$ cat config.mk
export PLATFORM = sky130hd
export DESIGN_NAME = btnflt_multi
export DESIGN_NICKNAME = d
export VERILOG_FILES = /design/src/rtl/btnflt_multi.sv
export SDC_FILE = /design/constraint.sdc
export NUM_CORES = 1
export LEC_CHECK = 0
export ABC_AREA = 1
export CORE_MARGIN = 5
export CORE_UTILIZATION = 35
export DETAILED_ROUTE_END_ITERATION = 12
export MAX_ROUTING_LAYER = met4
export SYNTH_ARGS = -nofsm -noshare
export SYNTH_HDL_FRONTEND = slang
export SYNTH_SLANG_ARGS = --single-unit
$ cat constraint.sdc
create_clock -name CLK -period 4.9 [get_ports CLK]
set_clock_uncertainty 0.15 [all_clocks]
set_input_delay 0.98 -clock CLK [delete_from_list [all_inputs] [get_ports CLK]]
set_output_delay 0.98 -clock CLK [all_outputs]
set_load 0.1 [all_outputs]
$ cat src/rtl/btnflt_multi.sv
// Multi-channel push-button filter: synchronise, debounce press and release
// over CNT_FULL stable cycles, and emit press / release / long-press pulses.
//
// state   | meaning
// IDLE    | released, waiting for a synced press
// PWAIT   | counting stable pressed samples
// PRESSED | accepted press, timing long-hold periods
// RWAIT   | counting stable released samples, LEVEL still 1
module btnflt_multi #(
  parameter int              N_CH         = 4,
  parameter int              CNT_FULL     = 1_000_000,
  parameter int              LONG_PERIODS = 100,
  parameter int              SYNC_STAGES  = 2,
  parameter logic [N_CH-1:0] POLARITY     = '0
) (
  input  logic            CLK,
  input  logic            RST_N,
  input  logic [N_CH-1:0] BTN,
  output logic [N_CH-1:0] LEVEL,
  output logic [N_CH-1:0] PRESS,
  output logic [N_CH-1:0] RELEASE,
  output logic [N_CH-1:0] LONG
);

  localparam int CW = $clog2(CNT_FULL + 1);
  // Keep lcnt at least one bit wide so LONG_PERIODS=0 still elaborates.
  localparam int LW = (LONG_PERIODS > 0) ? $clog2(LONG_PERIODS + 1) : 1;
  localparam logic [CW-1:0] CNT_LAST = CW'(CNT_FULL - 1);
  localparam logic [LW-1:0] LCNT_MAX = LW'(LONG_PERIODS);
  localparam bit            LONG_EN  = (LONG_PERIODS > 0);

  typedef enum logic [1:0] {
    IDLE    = 2'd0,
    PWAIT   = 2'd1,
    PRESSED = 2'd2,
    RWAIT   = 2'd3
  } state_t;

  for (genvar i = 0; i < N_CH; i++) begin : g_ch
    logic [SYNC_STAGES-1:0] sync_q;
    state_t                 state_q;
    logic [CW-1:0]          cnt_q;
    logic [LW-1:0]          lcnt_q;
    logic                   level_q;
    logic                   press_q;
    logic                   release_q;
    logic                   long_q;
    logic                   s;

    assign s = sync_q[SYNC_STAGES-1];

    always_ff @(posedge CLK or negedge RST_N) begin
      if (!RST_N) begin
        sync_q    <= '0;
        state_q   <= IDLE;
        cnt_q     <= '0;
        lcnt_q    <= '0;
        level_q   <= 1'b0;
        press_q   <= 1'b0;
        release_q <= 1'b0;
        long_q    <= 1'b0;
      end else begin
        sync_q    <= {sync_q[SYNC_STAGES-2:0], BTN[i] ^ POLARITY[i]};
        press_q   <= 1'b0;
        release_q <= 1'b0;
        long_q    <= 1'b0;
        case (state_q)
          IDLE: begin
            level_q <= 1'b0;
            cnt_q   <= '0;
            if (s) state_q <= PWAIT;
          end
          PWAIT: begin
            if (!s) begin
              state_q <= IDLE;
              cnt_q   <= '0;
            end else if (cnt_q == CNT_LAST) begin
              state_q <= PRESSED;
              level_q <= 1'b1;
              press_q <= 1'b1;
              cnt_q   <= '0;
              lcnt_q  <= '0;
            end else begin
              cnt_q <= cnt_q + CW'(1);
            end
          end
          PRESSED: begin
            level_q <= 1'b1;
            if (!s) begin
              state_q <= RWAIT;
              cnt_q   <= '0;
            end else if (cnt_q == CNT_LAST) begin
              cnt_q <= '0;
              // Saturation at LCNT_MAX is what limits LONG to once per press.
              if (lcnt_q != LCNT_MAX) begin
                lcnt_q <= lcnt_q + LW'(1);
                if (LONG_EN && (lcnt_q + LW'(1) == LCNT_MAX)) long_q <= 1'b1;
              end
            end else begin
              cnt_q <= cnt_q + CW'(1);
            end
          end
          RWAIT: begin
            level_q <= 1'b1;
            if (s) begin
              state_q <= PRESSED;
              cnt_q   <= '0;
            end else if (cnt_q == CNT_LAST) begin
              state_q   <= IDLE;
              level_q   <= 1'b0;
              release_q <= 1'b1;
              cnt_q     <= '0;
              lcnt_q    <= '0;
            end else begin
              cnt_q <= cnt_q + CW'(1);
            end
          end
          default: begin
            state_q <= IDLE;
            level_q <= 1'b0;
            cnt_q   <= '0;
            lcnt_q  <= '0;
          end
        endcase
      end
    end

    assign LEVEL[i]   = level_q;
    assign PRESS[i]   = press_q;
    assign RELEASE[i] = release_q;
    assign LONG[i]    = long_q;
  end

endmodule

==> After elaboration in Yosys (flattened, before gate mapping) <==
Cells that the tools add are included.
{ "word_totals": {"wordCells": 260, "reg_bits": 140, "input_bits": 6} }
{ "op_classes": {"reduce_logical": 24, "add_sub_neg": 8, "eq_ne": 64, "muxes": 132} }
{ "op_table": {"columns": ["cell", "count"], "rows": [
  ["$mux W20", 12],
  ["$pmux W20 S3", 4],
  ["$mux W7", 24],
  ["$pmux W7 S3", 4],
  ["$add A20 B1 Y20 const B", 4],
  ["$eq A20 B20 Y1 const B", 4],
  ["$ne A2 B2 Y1 const B", 32],
  ["$mux W1", 56],
  ["$mux W2", 24],
  ["$pmux W2 S4", 4],
  ["$add A7 B1 Y7 const B", 4],
  ["$eq A7 B7 Y1 const B", 4],
  ["$ne A7 B7 Y1 const B", 4],
  ["$ne A3 B3 Y1 const B", 8],
  ["$reduce_and A6 Y1", 4],
  ["$eq A2 B2 Y1 const B", 8],
  ["$pmux W1 S4", 4],
  ["$reduce_and A4 Y1", 4],
  ["$reduce_bool A3 Y1", 4],
  ["$eq A2 B1 Y1 const B", 4],
  ["$logic_not A2 Y1", 4],
  ["$reduce_and A2 Y1", 4],
  ["$reduce_or A2 Y1", 4]
]} }

==> Logic depth before layout (Yosys ltp) <==
Gate-level depths: netlist (run 1).
{ "logic_depth": {"ltp_word": 7, "mapped_depth": 10} }

==> Least setup slack after synthesis (run 1) <==
No wires, ideal clock.
{ "synth_timing": {"path_type": "register to register", "startpoint": "register g_ch[1].state_q[0]", "endpoint": "register g_ch[1].lcnt_q[6]", "synth_period_minus_slack_ns": 1.775, "path_buffers": 1, "setup_slack_ns": 3.125, "path_stages_with_launch": 8, "t_arrival_ns": 1.507, "setup_ns": 0.118, "cell_sequence": "dfrtp_1 inv_1 ha_1 clkbuf_1 a21oi_2 nand2_4 nand2_1 nand2_1"} }
{ "synth_between": {"elab_chain_len": 3} }
{ "synth_rtl": {"columns": ["element", "line", "source"], "rows": [
  ["start, declared", "41", "state_t state_q;"],
  ["start signal, assigned", "55", "state_q <= IDLE;"],
  ["start signal, assigned", "71", "if (s) state_q <= PWAIT;"],
  ["start signal, assigned", "75", "state_q <= IDLE;"],
  ["$eq A2 B2 Y1 or $eq A2 B1 Y1 (tied branches)", "67", "case (state_q)"],
  ["$ne A2 B2 Y1 (no source line) or $reduce_bool A3 Y1 (tied branches)", null, null],
  ["$reduce_and A6 Y1 (no source line)", null, null],
  ["end signal, assigned", "96", "lcnt_q <= lcnt_q + LW'(1);"],
  ["end, declared", "43", "logic [LW-1:0] lcnt_q;"]
]} }
Several ways; a longest one is shown, not always the timed one.
A chain may end at the register's enable or synchronous reset.

==> Worst setup path in the final report (run 1) <==
{ "layout_timing": {"startpoint": "register g_ch[2].level_q", "endpoint": "output LEVEL[2]"} }
{ "layout_rtl": {"columns": ["element", "line", "source"], "rows": [
  ["start, declared", "44", "logic level_q;"],
  ["start signal, assigned", "58", "level_q <= 1'b0;"],
  ["start signal, assigned", "69", "level_q <= 1'b0;"],
  ["start signal, assigned", "79", "level_q <= 1'b1;"],
  ["end, declared", "19", "output logic [N_CH-1:0] LEVEL,"]
]} }
No word-level cell between the ends.

==> impl_metrics.py, run 1 <==
metrics = {
    "clock_tree": {
        "htreeDepth": 4,
        "numCtsBuffers": 17,
        "clock_latency_ns": 0.42,
        "clock_tree.buffer_depth": 2,
        "postCtsSetupBuffers": 0,
        "cts_tree": "done",
        "postCtsResizedCells": 0,
        "clockRootBuffer": "clkbuf_16",
        "clkSinkCount": 140,
        "path_clk_slew_ns": 0.06,
        "cts_hold_buf": 0,
    },
    "synth": {
        "synth_area_leaders": "dfrtp_1, nand2_1, nor2_1, ha_1, inv_1",
        "synth_area_um2": 8440,
        "synth_area_leader_cell": "dfrtp_1",
        "synth_edf_count": 0,
        "synth_nets": 1144,
        "ys_seq_elements": 140,
        "ys_async_sr_fraction_pct": 100,
        "synth_ff_type": "dfrtp_1",
        "syn_inst": 1102,
        "avgSynthCellArea_um2": 7.66,
        "ys_seq_area_share_pct": 41.5,
        "synth_top_area_share_pct": 41.5,
        "yosysWarnings": 0,
        "ys_types": 40,
    },
    "finish": {
        "layout_commonest_cell": "nand2_1",
        "layout-drive-gt1-share_pct": 8.35,
        "nets": 1156,
        "syn2layout_area_growth_pct": 12.2,
        "n_antenna_cell": 0,
        "layout_common_cells": "nand2_1, nor2_1, dfrtp_1",
    },
    "grt": {
        "grt_pass1_wl_mm": 29.8,
        "first_global_vias": 6519,
        "grt_start_max_net_pins": 84,
        "gr-usage-all-layers_pct": 13.5,
        "grt_overflow": 0,
        "grt_antenna_before_repair": 0,
    },
    "timing": {
        "fin_crit_sh_pct": 62.2,
        "min_period_ns": 3.05,
        "worst_pin_slew_ns": 0.976,
        "max_freq_mhz": 328,
        "rsz0062_at_grt": "false",
        "tns_ns": 0,
        "relSlewSlack_pct": 34.7,
        "maxSlewViolCount": 0,
        "setup_viol": 0,
        "hold_violations": 0,
    },
    "power": {
        "peakVddDrop_uv": 390,
        "total_power_mw": 3.93,
        "p_leak_nw": 4.33,
        "p_per_area_nw_per_um2": 415,
    },
    "routing": {
        "wl_met3_um": 484,
        "via_per_inst": 4.60,
        "wl_per_cell_um": 11.2,
        "wl_met2_mm": 7.29,
        "wl_met1_mm": 8.23,
        "routed.top_layer": "met4",
        "vias": 6650,
        "totalWireLength_mm": 16.3,
        "drt_iter0_markers": 438,
        "dr.pass1.iters": 5,
        "detail-route-antenna-nets": 0,
        "drc": 0,
    },
    "floorplanning": {
        "fp.dieH_um": 165,
        "core_um2": 23600,
        "core.rowCount": 56,
        "die-area_um2": 27300,
        "start_util_pct": 35.8,
        "dieWidth_um": 165,
        "ios": 22,
    },
    "job": {
        "cap_viol_max_count": 0,
    },
    "setup_path": {
        "path_max_fanout": 2,
        "slowest_delay_ns": 1.14,
        "path_class": "flip-flop to output port",
        "critPathTopFamily": "buffers and inverters",
        "worstSetupStartpointType": "flip-flop",
        "crit_chain": "clkdlybuf4s50_1",
        "cp_slowest_cell": "clkdlybuf4s50_1",
        "cp.required_ns": 3.77,
        "crit_buf_inv": 1,
        "worstSetupEndpointType": "output port",
        "worstPathArrival_ns": 1.92,
    },
    "placed_design": {
        "portBuffers": 21,
        "place_congestion": 0.869,
        "hpwl_mm": 11.6,
    },
    "status": {
        "status": "finished, final reports clean",
    },
    "min_path": {
        "holdCritPathClass": "flip-flop to flip-flop",
    },
}
==> state kept, by name (all words and copies together) (netlist names), named ones only <==
signal          count
g_ch.press_q        4
g_ch.lcnt_q        28
g_ch.sync_q         8
g_ch.level_q        4
g_ch.state_q        4
g_ch.release_q      4
g_ch.long_q         4
g_ch.cnt_q         80
==> final cells by class <==
| class | count | area (um2) |
|---|---|---|
| timing repair buffer | 23 | 226 |
| tap | 319 | 399 |
| clock inverter | 11 | 143 |
| clock buffer | 20 | 467 |
| fill | 2437 | 14100 |
| multi-input combinational | 806 | 4260 |
| sequential | 140 | 3500 |
| inverter | 126 | 473 |
==> synth_stat cells (3+ instances only) <==
master / n
o21ai_0: 10
buf_4: 22
ha_1: 36
inv_2: 9
nor3_2: 3
nor2_2: 5
o21bai_1: 5
nand2_2: 6
inv_1: 117
o21ai_4: 4
a21oi_1: 11
nand3_1: 77
or2_2: 5
nand4_1: 32
nor2_1: 199
xor2_1: 33
nor2_4: 5
o211ai_1: 4
dfrtp_1: 140
nor3_1: 34
nor3b_1: 4
nand2_1: 275
nand3_2: 8
a21oi_2: 3
nand2_4: 5
nand3b_1: 14
xnor2_1: 17
clkbuf_1: 4
==> where the power goes <==
part | leakage, nW | switching (mW) | internal (mW)
registers | 1.91 | 0.125 | 1.25
logic | 2.13 | 0.868 | 0.365
clock network | 0.286 | 0.485 | 0.834
total | 4.33 | 1.48 | 2.45
==> routing by layer <==
metal | up-vias | global-route usage [%]
met5 | - | -
met4 | 0 | 4.46
met1 | 3058 | 18.0
met3 | 17 | 2.71
met2 | 80 | 20.6
li1 | 3495 | -
==> per-stage QoR <==
| stage | util [%] | cells | hold WS, ns | cell area, um2 | worst slack (ns) |
|---|---|---|---|---|---|
| 2_1_floorplan | - | 1102 | 0.181 | 8440 | 3.13 |
| 3_5_place_dp | 37.5 | 1414 | 0.189 | 8860 | 2.29 |
| 3_3_place_gp | 37.5 | 1414 | 0.183 | 8860 | 2.31 |
| 5_1_grt | 40.1 | 1445 | 0.204 | 9470 | 1.80 |
| 4_1_cts | 40.1 | 1445 | 0.203 | 9470 | 1.83 |
| 6_report | 40.1 | 1445 | 0.200 | 9470 | 1.85 |
==> path summary, 6_finish.rpt <==
path / slack, ns / cells past startpoint / startpoint / to
max: 1.85 / 1 / g_ch[2].level_q / LEVEL[2]
min: 0.20 / 0 / g_ch[2].sync_q[0] / g_ch[2].sync_q[1]
max reg2reg: 2.55 / 6 / g_ch[3].state_q[0] / g_ch[3].cnt_q[8]
min reg2reg: 0.20 / 0 / g_ch[2].sync_q[0] / g_ch[2].sync_q[1]
max in group asynchronous: 3.22 / 2 / RST_N / g_ch[1].cnt_q[17]
min in group asynchronous: 0.47 / 1 / RST_N / g_ch[1].lcnt_q[3]
==> kinds of logic after synthesis <==
family / synth area share [%]
compound gates: 3.71
xor+xnor: 5.19
fa+ha+maj: 5.33
buf+inv: 8.05
flops: 41.5
simple gates: 36.2
(Power assumes the default switching activity.)
==> run 2: changes to the inputs <==
==> constraint.sdc (replaced) <==
create_clock -name CLK -period 2.7 [get_ports CLK]
set_clock_uncertainty 0.15 [all_clocks]
set_input_delay 0.54 -clock CLK [delete_from_list [all_inputs] [get_ports CLK]]
set_output_delay 0.54 -clock CLK [all_outputs]
set_load 0.1 [all_outputs]
==> impl_metrics.py, run 2 (synthesized netlist as in run 1, its figures left out) <==
metrics = {
    "setup_path": {
        "regToRegSetupSlack_ns": 0.73,
        "path_class": "flip-flop to flip-flop",
        "worstPathArrival_ns": 2.14,
        "rr_worst_depth": 6,
        "worstSetupStartpointType": "flip-flop",
        "worstSetupEndpointType": "flip-flop",
        "path_max_fanout": 19,
        "cp.required_ns": 2.88,
        "cp-startpoint": "g_ch[0].state_q[0]",
        "r2r-end": "g_ch[0].cnt_q[3]",
        "endpoint": "g_ch[0].cnt_q[3]",
        "r2r_start": "g_ch[0].state_q[0]",
    },
    "timing": {
        "min_period_ns": 1.97,
        "rsz0062_at_grt": "false",
        "max_freq_mhz": 508,
        "setup_slack_ns": 0.733,
        "hold_violations": 0,
        "setup_viol": 0,
        "maxSlewViolCount": 0,
        "tns_ns": 0,
        "worst_pin_slew_ns": 0.411,
        "fin_crit_sh_pct": 72.8,
        "relSlewSlack_pct": 72.4,
    },
    "finish": {
        "nets": 1161,
        "layout_common_cells": "nand2_1, nor2_1, dfrtp_1",
        "layout_commonest_cell": "nand2_1",
        "n_antenna_cell": 0,
        "top_regs": "g_ch.cnt_q x80, g_ch.lcnt_q x28, g_ch.sync_q x8",
        "nFillCells": 2397,
        "layout-drive-gt1-share_pct": 10.1,
        "largest_register_ffs": 80,
        "largest-register": "g_ch.cnt_q",
        "design_area_um2": 9530,
        "syn2layout_area_growth_pct": 12.9,
    },
    "floorplanning": {
        "ios": 22,
        "core_um2": 23600,
        "dieWidth_um": 165,
        "core.rowCount": 56,
        "die-area_um2": 27300,
        "start_util_pct": 35.8,
        "fp.dieH_um": 165,
    },
    "routing": {
        "detail-route-antenna-nets": 0,
        "wl_per_cell_um": 11.3,
        "dr.pass1.iters": 5,
        "via_per_inst": 4.59,
        "totalWireLength_mm": 16.4,
        "vias": 6659,
        "drc": 0,
        "drt_iter0_markers": 555,
    },
    "grt": {
        "gr-usage-all-layers_pct": 13.4,
        "grt_start_max_net_pins": 54,
        "grt_pass1_wl_mm": 29.5,
        "first_global_vias": 6511,
        "grt_antenna_before_repair": 0,
        "grt_overflow": 0,
    },
    "clock_tree": {
        "postCtsSetupBuffers": 0,
        "postCtsResizedCells": 0,
        "cts_hold_buf": 1,
        "numCtsBuffers": 17,
        "clkSinkCount": 140,
        "clock_tree.buffer_depth": 2,
        "cts_tree": "done",
        "clockRootBuffer": "clkbuf_16",
        "htreeDepth": 4,
        "path_clk_slew_ns": 0.06,
        "clock_latency_ns": 0.42,
    },
    "placed_design": {
        "pre_cts_slack_ns": 0.724,
        "portBuffers": 21,
        "post_dp_cell_area_um2": 8860,
        "hpwl_mm": 11.7,
        "place_congestion": 0.852,
    },
    "power": {
        "p_leak_nw": 4.41,
        "p_per_area_nw_per_um2": 769,
        "peakVddDrop_uv": 472,
    },
    "job": {
        "cap_viol_max_count": 0,
    },
    "min_path": {
        "whs_path_depth": 0,
        "holdCritPathClass": "flip-flop to flip-flop",
    },
    "status": {
        "status": "finished, final reports clean",
    },
}
[run 2: critical path, cell delays in order, from the launching register on]
cell,delay (ns)
dfrtp_1,0.51
inv_1,0.13
ha_1,0.31
nand2_1,0.05
a21oi_1,0.29
nand2_4,0.20
nor3b_1,0.22
[run 2: worst min path at each step]
stage          slack, ns                         end         startpoint
5_1_grt             0.22           g_ch[2].sync_q[1]  g_ch[2].sync_q[0]
3_5_place_dp        0.19           g_ch[3].sync_q[1]  g_ch[3].sync_q[0]
6_report            0.21           g_ch[0].sync_q[1]  g_ch[0].sync_q[0]
2_1_floorplan       0.09  asynchronous set/reset pin              RST_N
4_1_cts             0.21           g_ch[0].sync_q[1]  g_ch[0].sync_q[0]
3_3_place_gp        0.19           g_ch[3].sync_q[1]  g_ch[3].sync_q[0]
[run 2: where the power goes]
part / internal (mW) / leakage (nW) / switching [mW]
sequential: 2.27 / 1.91 / 0.227
clock: 1.71 / 0.319 / 0.882
combinational: 0.693 / 2.19 / 1.55
[run 2: stage by stage]
stage	power, mW	hold slack [ns]	std cells	util, %
after floorplan	4.36	0.0944	1102	-
after global placement	4.77	0.187	1418	37.5
after detailed placement	4.79	0.191	1418	37.5
after CTS	7.44	0.211	1451	40.4
after global routing	7.87	0.220	1451	40.4
final	7.33	0.205	1451	40.4
[run 2: layout make-up]
class,instances,area (um2),area share (%)
Multi-Input combinational cell,806,4260,44.7
Sequential cell,140,3500,36.7
Inverter,126,473,4.96
Clock buffer,21,470,4.93
Tap cell,319,399,4.19
Timing Repair Buffer,28,239,2.51
Clock inverter,11,189,1.98
[run 2: layer usage]
metal  up-vias  track usage, %  share of wire, %
li1       3498               -                 -
met1      3093            17.5                51
met2        61            21.1                45
met3         7            3.23               2.8
met4         0            3.37              0.73
met5         -               -                 0
==> run 3: changes to the inputs <==
==> constraint.sdc (replaced) <==
create_clock -name CLK -period 1.8 [get_ports CLK]
set_clock_uncertainty 0.15 [all_clocks]
set_input_delay 0.36 -clock CLK [delete_from_list [all_inputs] [get_ports CLK]]
set_output_delay 0.36 -clock CLK [all_outputs]
set_load 0.1 [all_outputs]
==> impl_metrics.py, run 3 (synthesized netlist as in run 1, its figures left out) <==
metrics = {
    "setup_path": {
        "worstSetupEndpointType": "flip-flop",
        "critPathTopFamily": "simple AND/OR/NAND/NOR gates",
        "worstSetupStartpointType": "flip-flop",
        "worstPathArrival_ns": 1.86,
        "cp-startpoint": "g_ch[0].cnt_q[11]",
        "path_max_fanout": 8,
        "r2r_start": "g_ch[0].cnt_q[11]",
        "crit_buf_inv": 0,
        "path_class": "flip-flop to flip-flop",
        "cp_slowest_cell": "dfrtp_1",
        "crit_chain": "nor2_1 > nand2_1 > nor2_2 > nand3_4 > o21ai_4 > nand2_4 > nand2_1 > nand2_1",
        "cp.required_ns": 1.95,
        "cp_common_cell": "nand2_1",
        "slowest_delay_ns": 0.45,
    },
    "finish": {
        "syn2layout_area_growth_pct": 22.6,
        "largest_register_ffs": 80,
        "design_area_um2": 10400,
        "nets": 1218,
        "top_regs": "g_ch.cnt_q x80, g_ch.lcnt_q x28, g_ch.sync_q x8",
        "ff_latch_area_um2": 3510,
        "layout_common_cells": "nand2_1, nor2_1, dfrtp_1",
        "multiInputGateArea_um2": 4410,
        "layout-drive-gt1-share_pct": 16.8,
        "final_cells": 1508,
        "layout_commonest_cell": "nand2_1",
        "largest-register": "g_ch.cnt_q",
        "nFillCells": 2355,
        "n_antenna_cell": 0,
    },
    "timing": {
        "setup_viol": 0,
        "min_period_ns": 1.71,
        "hold_violations": 0,
        "maxSlewViolCount": 0,
        "fin_crit_sh_pct": 94.9,
        "relSlewSlack_pct": 71.7,
        "worst_pin_slew_ns": 0.424,
        "tns_ns": 0,
        "max_freq_mhz": 586,
    },
    "grt": {
        "grt_pass1_wl_mm": 30.4,
        "gr-usage-all-layers_pct": 13.9,
        "grt_start_max_net_pins": 41,
        "grt_overflow": 0,
        "grt_antenna_before_repair": 0,
        "first_global_vias": 6594,
    },
    "routing": {
        "totalWireLength_mm": 17.7,
        "dr.pass1.iters": 6,
        "vias": 6927,
        "detail-route-antenna-nets": 0,
        "wl_per_cell_um": 11.7,
        "drc": 0,
        "via_per_inst": 4.59,
        "drt_iter0_markers": 432,
    },
    "job": {
        "cap_viol_max_count": 0,
    },
    "min_path": {
        "hold_start": "g_ch[2].sync_q[0]",
        "holdCritPathClass": "flip-flop to flip-flop",
    },
    "power": {
        "peakVddDrop_uv": 999,
        "p_leak_nw": 4.76,
        "p_per_area_nw_per_um2": 1150,
    },
    "clock_tree": {
        "path_clk_slew_ns": 0.06,
        "clockRootBuffer": "clkbuf_16",
        "htreeDepth": 4,
        "cts_tree": "done",
        "numCtsBuffers": 17,
        "clkSinkCount": 140,
        "clock_tree.buffer_depth": 2,
        "clock_latency_ns": 0.42,
    },
    "floorplanning": {
        "ios": 22,
        "core.rowCount": 56,
        "core_um2": 23600,
        "die-area_um2": 27300,
        "start_util_pct": 35.8,
        "dieWidth_um": 165,
        "fp.dieH_um": 165,
    },
    "status": {
        "status": "finished, final reports clean",
    },
    "placed_design": {
        "placedCellCount": 1459,
        "hpwl_mm": 12.4,
        "place_congestion": 0.853,
        "portBuffers": 21,
        "post_dp_cell_area_um2": 9440,
    },
}
-- run 3: cell type report --
cell class / instances / area share [%]
clock buffers: 22 / 4.58
clock inverters: 10 / 1.11
inverters: 126 / 4.57
multi-input cells: 807 / 42.6
flip-flops and latches: 140 / 33.9
well taps: 319 / 3.85
repair buffers: 84 / 9.40
-- run 3: worst paths after layout --
kind | end | slack (ns) | cells after the start
hold / removal | g_ch[2].sync_q[1] | 0.20 | 0
max in group asynchronous | g_ch[1].press_q | 0.66 | 3
min in group asynchronous | g_ch[1].lcnt_q[1] | 0.28 | 2
setup / recovery | g_ch[0].lcnt_q[6] | 0.09 | 8
setup reg to reg | g_ch[0].lcnt_q[6] | 0.09 | 8
hold reg to reg | g_ch[2].sync_q[1] | 0.20 | 0
-- run 3: worst register-to-register path: stages, from the launching register on --
cell and delay [ns]:
dfrtp_1 0.45, nor2_1 0.19, nand2_1 0.08, nor2_2 0.17
nand3_4 0.16, o21ai_4 0.16, nand2_4 0.12, nand2_1 0.07
nand2_1 0.04
-- run 3: timing repair --
action | CTS | global route
gates resized for setup | 0 | 43
setup buffers | 0 | 13
hold buffers | 1 | 0
endpoints found under the setup margin | 0 | 101
endpoints found under the hold margin | 36 | 0
-- run 3: metal layers --
| layer | global-route usage, % | up-vias | part of all wire, % |
|---|---|---|---|
| met1 | 18.3 | 3230 | 50 |
| met2 | 21.8 | 68 | 47 |
| li1 | - | 3619 | - |
| met4 | 3.52 | 0 | 0.70 |
| met3 | 3.20 | 10 | 2.6 |
| met5 | - | - | 0 |
-- run 3: through the flow --
stage | hold slack, ns | power (mW) | utilization [%] | setup WS, ns
5_1_grt | 0.212 | 12.8 | 43.8 | -0.0274
3_5_place_dp | 0.168 | 7.82 | 40.0 | 0.0235
4_1_cts | 0.199 | 11.4 | 42.5 | 0.000593
2_1_floorplan | -0.0856 | 6.54 | - | 0.0252
6_report | 0.196 | 12.0 | 43.8 | 0.0925
3_3_place_gp | 0.170 | 7.79 | 40.0 | 0.0600
-- run 3: power by group --
part / internal [mW] / switching, mW
clock network: 2.15 / 1.35
registers: 3.42 / 0.270
logic: 1.99 / 2.78
